**src/rtl/uart_tx_arbiter.sv**
```systemverilog
// uart_tx_arbiter
//   Shares one UART transmitter among NUM_REQ byte-stream requesters.
//   Round-robin arbitration at message granularity: once a requester wins
//   with a non-last byte it owns the transmitter until its `last` byte.
//   A one-entry registered output stage feeds tx_data/tx_valid.
//
//   Optional feature: define UART_TX_ARB_LOCK_TIMEOUT_EN to release a lock
//   whose owner has been idle for LOCK_TIMEOUT cycles. Without the macro a
//   lock is held until the owner's `last` byte.
module uart_tx_arbiter #(
    parameter int NUM_REQ      = 2,
    parameter int LOCK_TIMEOUT = 100000
) (
    input  logic                 clk,
    input  logic                 rst,
    input  logic [NUM_REQ*8-1:0] req_data,
    input  logic [NUM_REQ-1:0]   req_valid,
    input  logic [NUM_REQ-1:0]   req_last,
    output logic [NUM_REQ-1:0]   req_ready,
    output logic [7:0]           tx_data,
    output logic                 tx_valid,
    input  logic                 tx_ready,
    output logic [NUM_REQ-1:0]   grant,
    output logic                 busy
);

    localparam int IDX_W = $clog2(NUM_REQ);

    typedef enum logic {
        IDLE,
        LOCKED
    } state_t;

    state_t           state;
    logic [IDX_W-1:0] ptr;
    logic [IDX_W-1:0] owner;
    logic [IDX_W-1:0] win_idx;
    logic [IDX_W-1:0] sel;
    logic             win_found;
    logic             sel_en;
    logic             sel_last;
    logic [7:0]       sel_data;
    logic             space;
    logic             xfer;

`ifdef UART_TX_ARB_LOCK_TIMEOUT_EN
    localparam int CNT_W = $clog2(LOCK_TIMEOUT + 1);
    logic [CNT_W-1:0] idle_cnt;
`endif

    if (NUM_REQ < 2 || NUM_REQ > 8 || LOCK_TIMEOUT < 1) begin : g_param_check
        $error("uart_tx_arbiter: NUM_REQ must be 2..8 and LOCK_TIMEOUT >= 1");
    end

    // Circular priority scan starting just after the previous message owner.
    always_comb begin
        // NOTE: every variable assigned in a combinational block gets a
        // default first, otherwise paths that skip it infer a latch.
        win_found = 1'b0;
        win_idx   = '0;
        for (int k = 1; k <= NUM_REQ; k++) begin
            if (!win_found && req_valid[(int'(ptr) + k) % NUM_REQ]) begin
                win_found = 1'b1;
                win_idx   = IDX_W'((int'(ptr) + k) % NUM_REQ);
            end
        end
    end

    // Select the one requester allowed to hand over a byte this cycle.
    always_comb begin
        space     = !tx_valid || tx_ready;
        sel       = (state == LOCKED) ? owner : win_idx;
        sel_en    = (state == LOCKED) || win_found;
        sel_data  = req_data[8*int'(sel) +: 8];
        sel_last  = req_last[sel];
        xfer      = !rst && sel_en && space && req_valid[sel];
        req_ready = '0;
        if (!rst && sel_en && space) begin
            req_ready[sel] = 1'b1;
        end
    end

    assign busy = (state == LOCKED) || tx_valid;

    // Output register, lock state machine and round-robin pointer.
    always_ff @(posedge clk) begin
        // NOTE: sequential state is updated with non-blocking assignments so
        // every register samples the pre-edge values of the others.
        if (rst) begin
            state    <= IDLE;
            ptr      <= IDX_W'(NUM_REQ - 1);
            owner    <= '0;
            grant    <= '0;
            tx_valid <= 1'b0;
            tx_data  <= 8'h00;
`ifdef UART_TX_ARB_LOCK_TIMEOUT_EN
            idle_cnt <= '0;
`endif
        end else begin
            // Drain first; a load in the same cycle overrides and keeps valid high.
            if (tx_valid && tx_ready) begin
                tx_valid <= 1'b0;
            end
            if (xfer) begin
                tx_valid <= 1'b1;
                tx_data  <= sel_data;
            end

            case (state)
                IDLE: begin
                    if (xfer) begin
                        ptr <= sel;
                        if (!sel_last) begin
                            state <= LOCKED;
                            owner <= sel;
                            grant <= NUM_REQ'(1) << sel;
`ifdef UART_TX_ARB_LOCK_TIMEOUT_EN
                            idle_cnt <= '0;
`endif
                        end
                    end
                end
                LOCKED: begin
                    if (xfer) begin
`ifdef UART_TX_ARB_LOCK_TIMEOUT_EN
                        idle_cnt <= '0;
`endif
                        if (sel_last) begin
                            state <= IDLE;
                            grant <= '0;
                            ptr   <= owner;
                        end
                    end
`ifdef UART_TX_ARB_LOCK_TIMEOUT_EN
                    else if (!req_valid[owner]) begin
                        // The count reaches LOCK_TIMEOUT on this edge; the
                        // following cycle is already IDLE.
                        idle_cnt <= idle_cnt + 1'b1;
                        if (idle_cnt == CNT_W'(LOCK_TIMEOUT - 1)) begin
                            state <= IDLE;
                            grant <= '0;
                            ptr   <= owner;
                        end
                    end
`endif
                end
            endcase
        end
    end

endmodule

```
**config.mk**
```make
export PLATFORM = sky130hd
export DESIGN_NAME = uart_tx_arbiter
export DESIGN_NICKNAME = d
export VERILOG_FILES = /design/src/rtl/uart_tx_arbiter.sv
export SDC_FILE = /design/constraint.sdc
export NUM_CORES = 1
export LEC_CHECK = 0
export CAP_MARGIN = 10
export CELL_PAD_IN_SITES_DETAIL_PLACEMENT = 0
export CELL_PAD_IN_SITES_GLOBAL_PLACEMENT = 2
export CORE_MARGIN = 3
export CORE_UTILIZATION = 20
export CTS_BUF_LIST = sky130_fd_sc_hd__clkbuf_8
export DETAILED_ROUTE_END_ITERATION = 10
export GPL_ROUTABILITY_DRIVEN = 0
export MAX_ROUTING_LAYER = met4
export PLACE_DENSITY_LB_ADDON = 0.1
export SETUP_SLACK_MARGIN = 0.1
export SYNTH_ARGS = -nofsm -noshare
export SYNTH_HDL_FRONTEND = slang
export SYNTH_SLANG_ARGS = --single-unit
```
**constraint.sdc**
```tcl
create_clock -name clk -period 1.47 [get_ports clk]
set_input_delay 0.294 -clock clk [delete_from_list [all_inputs] [get_ports clk]]
set_output_delay 0.294 -clock clk [all_outputs]
set_load 0.005 [all_outputs]
```
# After elaboration in Yosys (flattened, before gate mapping)
# Cells that the tools add are included.
# classes
n_addsub	2
mul	0
div	0
magnitude_cmp	4
n_eq_ne	4
n_shift	2
mux	33
n_bitwise	4
n_reduce_logical	16
# op_table
operator	n
$mux 1	24
$shiftx 16x5->8	1
$mux 2	5
$logic_and 1x1->1	6
$lt 2x3->1 const B	2
$reduce_and 3->1	2
$ne 2x1->1 const B	2
$ne 2x2->1 const B	2
$pmux 1 s2	2
$pmux 2 s2	1
$reduce_and 4->1	1
$logic_not 1->1	3
$logic_or 1x1->1	3
$add 1x1->1 const B	2
$and 1x1->1 const A	2
$lt 1x2->1 const B	1
$not 1->1	2
$reduce_bool 2->1	1
$shl 1x1->2 const A	1
$demux 1 s1	1
$ge 1x1->1 const B	1
# totals
reg_bits	14
latchBits	0
ramBits	0
mem_bits_ro	0
input_bits	23
out_inout_bits	14
word_cells	71
n_memories	0

# Depth between registers and ports, before layout
# depth
word_depth	15
mapped_depth	6
mapped_depth_nobuf	4

# Least setup slack after synthesis
# Ideal clock, no wire load.
# synth_path
path_type	register to output
start	register with a tool-made name
end	output req_ready[1]
arrival_ns	1.217
t_required_ns	1.176
path_slack_ns	-0.041
stages_incl_launch_ff	6
path_buffers	2
path_cell_list	dfxtp_1 -> clkbuf_1 -> nand2_1 -> o21ai_1 -> buf_4 -> nor2b_1
# synth_lines
element	line	source
end: declaration	19	output logic [NUM_REQ-1:0] req_ready,

# Final worst setup path
# layout_path
start	register ptr
end	output req_ready[0]
# layout_between
elab_chain_cells	14
elab_cells_between_ends	24
cone_classes	add/sub (2); order compare (2); mux (14); reduce/logical (6)
# layout_rtl
element	line	source
start: declaration	35	logic [IDX_W-1:0] ptr;
start signal: assignment	91	ptr <= IDX_W'(NUM_REQ - 1);
start signal: assignment	112	ptr <= sel;
start signal: assignment	131	ptr <= owner;
$add 1x1->1	62, 64	
$mux 1 (not written as such) (3 in a row)	62	if (!win_found && req_valid[(int'(ptr) + k) % NUM_REQ]) begin
$mux 1	62	
$logic_not 1->1	62	
$logic_and 1x1->1	62	
$mux 1	62	
$mux 1	72	sel = (state == LOCKED) ? owner : win_idx;
$lt 1x2->1 (not written as such) / $ge 1x1->1 (equally long branches)	79	req_ready[sel] = 1'b1;
$logic_and 1x1->1 (not written as such)	79	
$mux 1 (not written as such)	79	
$demux 1 s1	79	
$mux 2 (*)	78	if (!rst && sel_en && space) begin
# Every way passes the cells marked *; elsewhere a longest branch is shown, timed or not. The select of a mux whose other input is x is not followed.

==> flow_results.org <==
** Global route
- First-pass GRT wire length :: 3.684 mm
- Vias in the first global route :: 853
- Entering global routing, the biggest net connects 12 pins.
- Total GRT Usage :: 0.1102
- Number of antenna violations at the first check in global routing :: 0
- Total global routing overflow :: 0

** Pwr
- The share of total power dissipated in combinational logic is 0.362.
- Portion of total power attributed to sequential cells :: 0.343
- Summed over all nets, the switching power comes to 0.0003419 W.
- Leakage power figure :: 0.6760 nW
- In this run the power density over the cells is 831.5 nW/µm².
- IR Drop Worst-Case VDD :: 0.3803 mV
- Sw Ratio :: 0.2670
- Cell internal power was estimated by the tool at 0.0009387 W.
- Share of power burned in the clock network :: 0.294

** Place
- Post-detailed-placement cell area :: 1284 µm²
- Buffers placed on the I/O ports in this run total 36.
- The HPWL after detailed placement is 1.670 mm.
- Counting tap cells, the placed design contains a total of 179 instances.

** Clock tree
- CTS Buf Count :: 3
- CTS saw 14 sinks.
- TritonCTS built the clock tree.
- Clk Latency, worst-skew pair :: 0.24 ns
- Hold_buf cts :: 0
- CTS built an H-tree with a depth of 1.
- Clock root cell :: sky130_fd_sc_hd__clkbuf_8
- Clock-pin slew was measured on the worst setup and hold paths at 0.06 ns.
- No sink is reached through more buffers than the 2 on the longest clock path.

** Setup path
- For the worst setup path, the data arrival time is 1.20 ns.
- Beginning of the worst register-to-register path :: owner$_SDFFE_PP0P_
- Crit path kind :: reg -> out
- In this run the worst path has a maximum fanout of 3.
- For the worst setup path, the data required time is 1.18 ns.
- Startpoint of the most critical setup path :: ptr$_SDFFE_PP1P_
- Worst setup EP type :: primary output
- Critical Path Source Type :: register

** Timing
- The hold violation count in the final report was 0.
- Period utilisation layout :: 1.014
- RSZ-0062 raised after global routing :: yes
- Relative slew slack :: 0.7763
- Final clock skew :: 0.004448 ns
- The final max-slew violation count came to 0.
- After layout, the minimum clock period comes to 1.490 ns.
- Timing would allow up to 671.0 MHz.
- Actual transition at the worst max-transition pin :: 0.3352 ns
- Once routing completed, OpenROAD measured the worst setup slack at -0.02041 ns.
- Endpoints failing setup :: 2

** Final layout
- In the final design database the tool counted 171 nets.
- Post-layout util :: 0.4441
- Antenna diodes :: 0
- Compared with the post-synthesis result, the final layout area differs by 107.2%.
- Total non-filler cell area in the finished layout :: 1540 µm²
- Non-Filler Instances :: 193
- In the final layout, the share of cells above drive strength 1 is 0.3946.

** Detailed routing
- Detailed-route wire length per cell :: 11.62 µm
- The detailed router finished its first iteration with 10 violations.
- Total iterations of the first detailed-routing run :: 2
- Detailed-route vias per instance :: 4.249
- Final wirelength :: 2.242 mm
- In the routed design, unresolved DRC markers number 0.
- The routed layout has 820 vias.
- Post-route ant nets :: 0

** Outcome
- Violated checks :: negative setup slack
- The run finished, with violations left.

** Synth
- A synthesized cell averages 8.954 µm².
- Total of flip-flops plus latches after synthesis :: 14
- Distinct cell type count of the synthesized netlist :: 26
- The Yosys step of the flow raised 0 warnings.
- The number of nets in the synthesized netlist is 106.
- Post-synthesis cell area :: 743.2 µm²
- Synthesis produced a netlist whose cell count is 83.
- The share of the Yosys chip area taken by registers is 0.3771.

** Floorplan
- Die boundary height :: 66.96 µm
- Core Footprint :: 3468 µm²
- I/O pin count :: 37
- Initial core utilization :: 0.2143
- Row count :: 21
- The floorplan step defined a die boundary enclosing 4484 µm².
- The floorplan step set the die width to 66.96 µm.

** Run
- The tool flagged a number of max-cap violations equal to 0.

** Hold path
- Worst min-delay path startpoint :: grant[1]$_SDFFE_PP0P_
- Path class of the lowest-slack min-delay path :: reg -> reg
## worst max-delay path, cell delays in order (launching register included)
cell and delay, ns:
sky130_fd_sc_hd__dfxtp_2 0.32, sky130_fd_sc_hd__a21bo_4 0.21, sky130_fd_sc_hd__o21ai_4 0.15, sky130_fd_sc_hd__buf_6 0.12
sky130_fd_sc_hd__nor2_2 0.02, sky130_fd_sc_hd__buf_2 0.13
## power by group through the flow
stage	registers, W	logic [W]	clock network (W)
floorplan	0.000450	0.000163	0
global placement	0.000450	0.000378	0
detailed placement	0.000450	0.000377	0
CTS	0.000439	0.000416	0.000395
global route	0.000445	0.000503	0.000411
finish	0.000440	0.000464	0.000377
## synth_stat cells (all sizes together)
| master | count | area share |
|---|---|---|
| o41ai | 1 | 0.012 |
| nor2 | 7 | 0.035 |
| nand2 | 2 | 0.010 |
| a21boi | 2 | 0.020 |
| a21o | 1 | 0.010 |
| a2111oi | 1 | 0.037 |
| nor4 | 3 | 0.025 |
| o21ai | 10 | 0.067 |
| o31ai | 1 | 0.010 |
| a21oi | 9 | 0.061 |
| a31o | 2 | 0.024 |
| or3 | 1 | 0.0084 |
| nor3b | 2 | 0.020 |
| buf | 3 | 0.032 |
| mux2i | 11 | 0.15 |
| nor2b | 3 | 0.025 |
| o211ai | 1 | 0.017 |
| dfxtp | 14 | 0.38 |
| a21bo | 1 | 0.013 |
| nor3 | 2 | 0.013 |
| inv | 2 | 0.010 |
| or2 | 1 | 0.0084 |
| clkbuf | 3 | 0.015 |
## per-stage QoR
step / total power [W] / setup TNS, ns / hold WS [ns] / setup WS (ns)
2_1_floorplan: 0.0006124 / 0 / 0.4737 / 0.1083
3_3_place_gp: 0.0008272 / -7.698 / 0.4650 / -0.6325
3_5_place_dp: 0.0008264 / -7.958 / 0.4710 / -0.6613
4_1_cts: 0.001251 / -0.1213 / 0.4845 / -0.06966
5_1_grt: 0.001359 / -0.2805 / 0.5134 / -0.06672
6_report: 0.001281 / -0.03103 / 0.4910 / -0.02041
## cells in the final DEF, fill, tap and decap left out, drive strengths merged, types with 2 or more instances in the layout
| cell | netlist | routed |
|---|---|---|
| a21boi | 2 | 2 |
| a21oi | 9 | 9 |
| a31o | 2 | 2 |
| buf | 3 | 33 |
| clkbuf | 3 | 5 |
| clkdlybuf4s50 | 0 | 18 |
| dfxtp | 14 | 14 |
| dlygate4sd2 | 0 | 12 |
| inv | 2 | 2 |
| mux2i | 11 | 11 |
| nand2 | 2 | 2 |
| nor2 | 7 | 7 |
| nor2b | 3 | 3 |
| nor3 | 2 | 2 |
| nor3b | 2 | 2 |
| nor4 | 3 | 3 |
| o21ai | 10 | 10 |
## repair_timing
| item | in CTS | in global routing |
|---|---|---|
| gates resized for setup | 43 | 29 |
| endpoints found under the setup margin | 27 | 18 |
| buffers inserted | 9 | 1 |
| pin swaps | 5 | 8 |
## final cells by class
type,instances,area (µm²)
Fill cell,363,1928
Timing Repair Buffer,66,596.8
Multi-Input combinational cell,61,533.0
Sequential cell,14,290.3
Tap cell,46,57.56
Clock buffer,4,55.05
Inverter,2,7.507
## layer usage
metal	up-vias	part of all wire	global-route usage
li1	433	-	-
met5	-	0	-
met2	19	0.49	0.1757
met3	2	0.044	0.02192
met1	366	0.46	0.1382
met4	0	0.0062	0.03797
## registers in the layout (all words and copies together) (netlist names), named ones only
signal / flops
tx_data: 8
grant: 2
owner: 1
ptr: 1
tx_valid: 1
## cells by family (layout without fill, tap and decap cells)
| family | Yosys count | count (layout) | synth area share |
|---|---|---|---|
| buffers and inverters | 8 | 72 | 0.05724 |
| AO/OA/AOI/OAI | 29 | 29 | 0.2710 |
| AND/OR/NAND/NOR | 21 | 21 | 0.1465 |
| multiplexers | 11 | 11 | 0.1482 |
| flip-flops | 14 | 14 | 0.3771 |
## path summary, 6_finish.rpt
check                           slack [ns]  depth (start not counted)                     to
worst max-delay path                 -0.02                          5           req_ready[0]
worst min-delay path                  0.49                          1  grant[1]$_SDFFE_PP0P_
worst max register to register        0.02                          5       ptr$_SDFFE_PP1P_
worst min register to register        0.49                          1  grant[1]$_SDFFE_PP0P_
(Power assumes the default switching activity.)
